$ cat src/rtl/clk_div_int.sv
// ---------------------------------------------------------------------------
// clk_div_int
//
// Runtime-configurable integer clock divider that sources a derived clock
// domain. In reset, and whenever no valid divide request is present, the
// reference clock is passed straight through (bypass). This keeps the
// downstream reset synchronizer supplied with edges while RST is low.
//
// Parameters:
//   RATIO_WD     width of the divide ratio; maximum ratio is 2**RATIO_WD-1
//
// Ports:
//   CLK          in   reference clock
//   RST          in   asynchronous active-low reset
//   I_CLK_EN     in   1 = divide enabled, 0 = bypass
//   I_DIV_RATIO  in   requested divide ratio N (ratios 0 and 1 mean bypass)
//   O_DIV_CLK    out  divided clock, or CLK while in bypass
//   O_DIV_STB    out  one-CLK strobe per divided period (CLK_DIV_STB_EN only)
//
// Build option:
//   CLK_DIV_STB_EN  when defined, adds the registered O_DIV_STB output.
//
// Each divided period of N cycles is split into floor(N/2) high cycles,
// followed by N-floor(N/2) low cycles. A new ratio is only picked up at a
// period boundary. Dropping I_CLK_EN returns to bypass at the next edge.
// ---------------------------------------------------------------------------
module clk_div_int #(
  parameter int RATIO_WD = 8
) (
  input  logic                CLK,
  input  logic                RST,
  input  logic                I_CLK_EN,
  input  logic [RATIO_WD-1:0] I_DIV_RATIO,
  output logic                O_DIV_CLK
`ifdef CLK_DIV_STB_EN
  ,
  output logic                O_DIV_STB
`endif
);

  typedef enum logic {
    MODE_BYPASS = 1'b0,
    MODE_DIV    = 1'b1
  } mode_e;

  localparam logic [RATIO_WD-1:0] MinRatio = RATIO_WD'(2);
  localparam logic [RATIO_WD-1:0] One      = RATIO_WD'(1);

  mode_e               mode_q, mode_d;
  logic [RATIO_WD-1:0] ratio_q, ratio_d;
  logic [RATIO_WD-1:0] cnt_q, cnt_d;
  logic                div_q, div_d;

  logic                reqValid;
  logic                periodEnd;
  logic [RATIO_WD-1:0] cntInc;
  logic [RATIO_WD-1:0] highCycles;

  assign reqValid   = I_CLK_EN && (I_DIV_RATIO >= MinRatio);
  assign cntInc     = cnt_q + One;
  assign highCycles = ratio_q >> 1;
  // cnt_q never exceeds ratio_q-1 in divide mode, so this compare cannot
  // be fooled by the ratio_q==0 wrap; ratio_q is always >= 2 while dividing.
  assign periodEnd  = (cnt_q == (ratio_q - One));

  // State register. Reset forces bypass so the output follows CLK at once.
  always_ff @(posedge CLK or negedge RST) begin
    if (!RST) begin
      mode_q  <= MODE_BYPASS;
      ratio_q <= '0;
      cnt_q   <= '0;
      div_q   <= 1'b0;
    end else begin
      mode_q  <= mode_d;
      ratio_q <= ratio_d;
      cnt_q   <= cnt_d;
      div_q   <= div_d;
    end
  end

  // Next-state logic for the mode, the period counter and the divided clock.
  always_comb begin
    mode_d  = mode_q;
    ratio_d = ratio_q;
    cnt_d   = cnt_q;
    div_d   = div_q;

    unique case (mode_q)
      MODE_BYPASS: begin
        cnt_d = '0;
        if (reqValid) begin
          // The first divided high phase begins on this very edge.
          mode_d  = MODE_DIV;
          ratio_d = I_DIV_RATIO;
          div_d   = 1'b1;
        end else begin
          div_d   = 1'b0;
        end
      end

      MODE_DIV: begin
        if (!I_CLK_EN) begin
          // Abandon the period in progress immediately.
          mode_d = MODE_BYPASS;
          cnt_d  = '0;
          div_d  = 1'b0;
        end else if (periodEnd) begin
          cnt_d = '0;
          if (reqValid) begin
            ratio_d = I_DIV_RATIO;
            div_d   = 1'b1;
          end else begin
            mode_d = MODE_BYPASS;
            div_d  = 1'b0;
          end
        end else begin
          cnt_d = cntInc;
          div_d = (cntInc < highCycles);
        end
      end

      default: begin
        mode_d = MODE_BYPASS;
        cnt_d  = '0;
        div_d  = 1'b0;
      end
    endcase
  end

  // The select is registered, but the switch itself is a plain mux. A
  // change of mode may therefore produce a short pulse on the output.
  assign O_DIV_CLK = (mode_q == MODE_DIV) ? div_q : CLK;

`ifdef CLK_DIV_STB_EN
  logic stb_q, stb_d;

  // In divide mode the strobe marks the rising edge of the divided clock.
  // Every divided period ends low, so a rise happens once per period.
  // In bypass, every CLK edge is a divided edge, so the strobe is held high.
  always_comb begin
    stb_d = 1'b1;
    if (mode_d == MODE_DIV) begin
      stb_d = div_d && !div_q;
    end
  end

  always_ff @(posedge CLK or negedge RST) begin
    if (!RST) begin
      stb_q <= 1'b0;
    end else begin
      stb_q <= stb_d;
    end
  end

  assign O_DIV_STB = stb_q;
`endif

endmodule

$ cat config.mk
export PLATFORM = sky130hd
export DESIGN_NAME = clk_div_int
export DESIGN_NICKNAME = d
export VERILOG_FILES = /design/src/rtl/clk_div_int.sv
export SDC_FILE = /design/constraint.sdc
export NUM_CORES = 1
export LEC_CHECK = 0
export CAP_MARGIN = 5
export CORE_MARGIN = 8
export CORE_UTILIZATION = 50
export DETAILED_ROUTE_END_ITERATION = 8
export PLACE_DENSITY = 0.78
export SLEW_MARGIN = 15
export SYNTH_ARGS = -nofsm -noshare
export SYNTH_HDL_FRONTEND = slang
export SYNTH_SLANG_ARGS = --single-unit
$ cat constraint.sdc
create_clock -name CLK -period 2.37 [get_ports CLK]
set_input_delay 0.3555 -clock CLK [delete_from_list [all_inputs] [get_ports CLK]]
set_output_delay 0.3555 -clock CLK [all_outputs]
set_load 0.01 [all_outputs]
* Word level (Yosys, flattened, before mapping)
Cells that the tools add are included.
** Word-level totals
- Register bits after elaboration :: 18
- Input port bits :: 11
- Output and inout bits :: 1
- Logic and storage cells :: 29
** Cells by class
- Add/subtract/negate cells :: 2
- $lt $le $gt $ge :: 2
- Equal/unequal tests :: 3
- Multiplexer cells :: 15
- Bitwise logic cells :: 1
- Reduce and logical (&&, ||, !) cells :: 2
** Operators by type and width (count)
- two-way mux 8 bit :: 5
- case mux 8 bit (2 select lines) :: 2
- adder 8 x 1 -> 8 bit, second input constant :: 1
- equality test 8 bit :: 1
- greater-or-equal comparator 8 x 2 -> 1 bit, second input constant :: 1
- less-than comparator 8 x 7 -> 1 bit :: 1
- subtractor 8 x 1 -> 8 bit, second input constant :: 1
- two-way mux 1 bit :: 6
- case mux 1 bit (2 select lines) :: 2
- != test 2 x 1 -> 1 bit, second input constant :: 1
- != test 2 bit, second input constant :: 1
- AND reduction 2 bit :: 1
- logical AND 1 bit :: 1
- inverter 1 bit :: 1

* Longest topological paths before layout
- Depth after elaboration :: 6
- Depth in mapped cells :: 9
- Depth with buffers taken out :: 8

==> flow_summary.ini <==
[placement]
place_ws_ns = -0.202
hpwl_mm = 1.94
io_buffers = 11
gp_congestion = 0.836

[power_and_ir_drop]
power_density_nw_per_um2 = 680
swShare_pct = 32.8
power_leakage_nw = 0.709
intPower_mw = 0.680
p_switching_mw = 0.331
combPwrFrac_pct = 31.2
vdd_ir_drop_max_v = 0.000394
clkPwrFrac_pct = 28.7
pwr-share-seq_pct = 40.1

[synthesis]
postSynthAreaPerCell_um2 = 10.9
synth_async_sr_flop_share_pct = 100
synth.ff_latch_count = 18
synth_edf_count = 0
yosysTopAreaCellShare_pct = 37.0
ys_warn_count = 0
yosys-top-cells-area = dfrtp_1, mux2_4, ha_1
synthCells = 112
synth_top_flop_cell = dfrtp_1
synth-seq-area-share_pct = 37.0
synthesis.area_um2 = 1220
synth_fp_nets = 131
ys_types = 36
synth_commonest_cells = dfrtp_1, inv_1
yosysMostFrequentCell = dfrtp_1
synth_top_cell_by_area = dfrtp_1

[critical_path]
r2r_cells = 8
path_max_fanout = 2
arrival_ns = 1.94
reg2reg_from = ratio_q[3]
cp_top_family = buffers and inverters
slowest_stage = dlygate4sd2_1
end_kind = primary output
cp_common_cell = clkbuf_4
rrSetupSlack_ns = 0.11
crit_buf_inv = 3
slowest_delay_ns = 0.28
r2r-end = ratio_q[1]
critical_path_class = clk2out
worstSetupStartpointType = clock port
path_cells = clkbuf_4, clkbuf_4, mux2_2, dlygate4sd2_1
critPathRequiredTime_ns = 2.01

[global_route]
grt_max_degree = 19
grt.total_usage_pct = 14.0
grt_overflow = 0
grt_pass1_vias = 988
grt_pass1_wl_mm = 4.51
antenna_found_initial = 0

[floorplanning]
ios = 12
dieArea_um2 = 4270
fp.coreArea_um2 = 2390
dieWidth_um = 65.4
die_h_um = 65.4
start_util_pct = 51.0
rows = 18

[detailed_routing]
ant_nets = 0
dr.pass1.iters = 4
drt-total-wl_mm = 2.57
first_iter_violations = 86
wl_per_cell_um = 15.5
post_drt_via_cell_ratio = 5.67
num_vias = 935
drc = 0

[sta]
finalHoldViolations = 0
setup_viol = 0
maxSlewViolCount = 0
fin_ws_ns = 0.0756
slew_headroom_pct = 44.5
tightestPinTransition_ns = 0.830
fin_skew_ns = 0.00311

[clock_tree]
hold_buffers = 0
worst_skew_pair.late_latency_ns = 0.42
clk_pin_slew_ns = 0.11
cts_tree = yes
postCtsSetupBuffers = 0

[cells_and_area]
fin_nets = 155
drive_gt1_share_pct = 25.2
nFillCells = 202
multi_input_area_um2 = 729
utilization_pct = 62.3
antenna_cells = 0
regArea_um2 = 453
syn2layout_area_growth_pct = 22.0

[status]
status = finished clean

[run]
max_cap_viol_count = 0

[hold_path]
hp-class = in2async
-- worst max-delay path by stage --
stage | startpoint | depth (start not counted) | slack [ns] | end
6_report | CLK | 4 | 0.08 | O_DIV_CLK
5_1_grt | ratio_q[3] | 8 | -0.02 | ratio_q[1]
4_1_cts | CLK | 4 | 0.06 | O_DIV_CLK
3_5_place_dp | I_DIV_RATIO[4] | 6 | -0.20 | ratio_q[1]
3_3_place_gp | I_DIV_RATIO[4] | 6 | -0.15 | ratio_q[1]
2_1_floorplan | ratio_q[0] | 9 | 0.18 | ratio_q[0]
-- power groups by stage --
stage	sequential [mW]	clock [mW]	combinational, mW
4_1_cts	0.398	0.305	0.314
6_report	0.405	0.290	0.315
2_1_floorplan	0.393	0.0126	0.222
3_5_place_dp	0.403	0.0266	0.313
3_3_place_gp	0.403	0.0266	0.296
5_1_grt	0.412	0.322	0.351
-- placed cells by master, fill, tap and decap left out, drive strengths merged, types with 2 or more instances in the layout --
cell type,synthesis,final
xor2,8,8
inv,9,9
clkbuf,0,7
mux2,9,9
a211oi,2,2
clkdlybuf4s50,0,10
ha,8,8
and3,4,4
xnor2,8,8
dfrtp,18,18
nor2b,5,5
buf,2,7
nand3,8,8
nor4,2,2
nand2b,2,2
a21o,3,3
nor2,5,5
o21ai,2,2
nand2,3,3
nand4,2,2
a21oi,2,2
-- per-layer routing --
| layer | vias to the layer above | global-route usage, % | routed length [um] |
|---|---|---|---|
| met4 | 0 | 11.7 | 40 |
| met1 | 463 | 15.8 | 1140 |
| li1 | 445 | - | - |
| met5 | - | 0 | 0 |
| met2 | 24 | 20.5 | 1300 |
| met3 | 3 | 5.27 | 79 |
-- sequential cells by signal, indices dropped and copies added, names as in the netlist --
| register | count |
|---|---|
| ratio_q | 8 |
| mode_q | 1 |
| div_q | 1 |
| cnt_q | 8 |
-- stage by stage --
| step | std cells | setup TNS, ns | area, um2 | hold WS (ns) | power [mW] |
|---|---|---|---|---|---|
| floorplan | 112 | 0 | 1220 | 0.0599 | 0.628 |
| global route | 165 | -0.0730 | 1490 | 0.449 | 1.08 |
| finish | 165 | 0 | 1490 | 0.403 | 1.01 |
| global placement | 158 | -1.18 | 1420 | 0.539 | 0.726 |
| detailed placement | 158 | -1.59 | 1420 | 0.552 | 0.742 |
| CTS | 165 | 0 | 1470 | 0.418 | 1.02 |
-- kinds of logic (layout without fill, tap and decap cells) --
| group | after synthesis | after routing | share of synthesized area [%] |
|---|---|---|---|
| AOI/OAI and AO/OA | 16 | 16 | 11.5 |
| xor gates and xnor gates | 16 | 16 | 12.1 |
| adders and majority gates | 8 | 8 | 8.21 |
| buffers and inverters | 11 | 34 | 4.11 |
| DFF | 18 | 18 | 37.0 |
| muxes | 9 | 9 | 10.8 |
| and+or+nand+nor | 34 | 34 | 16.3 |
-- what timing repair did --
action	in CTS	in global routing
pin swaps	0	0
resized for setup	1	4
gates cloned	0	0
endpoints found under the setup margin	1	8
-- final cells by class --
class	instances	share of cell area, %
Clock buffer	8	4.55
Inverter	9	2.27
Multi-Input combinational cell	83	49.1
Sequential cell	18	30.5
Tap cell	30	2.53
Timing Repair Buffer	17	11.1
Power figures use the tool's default switching activity.
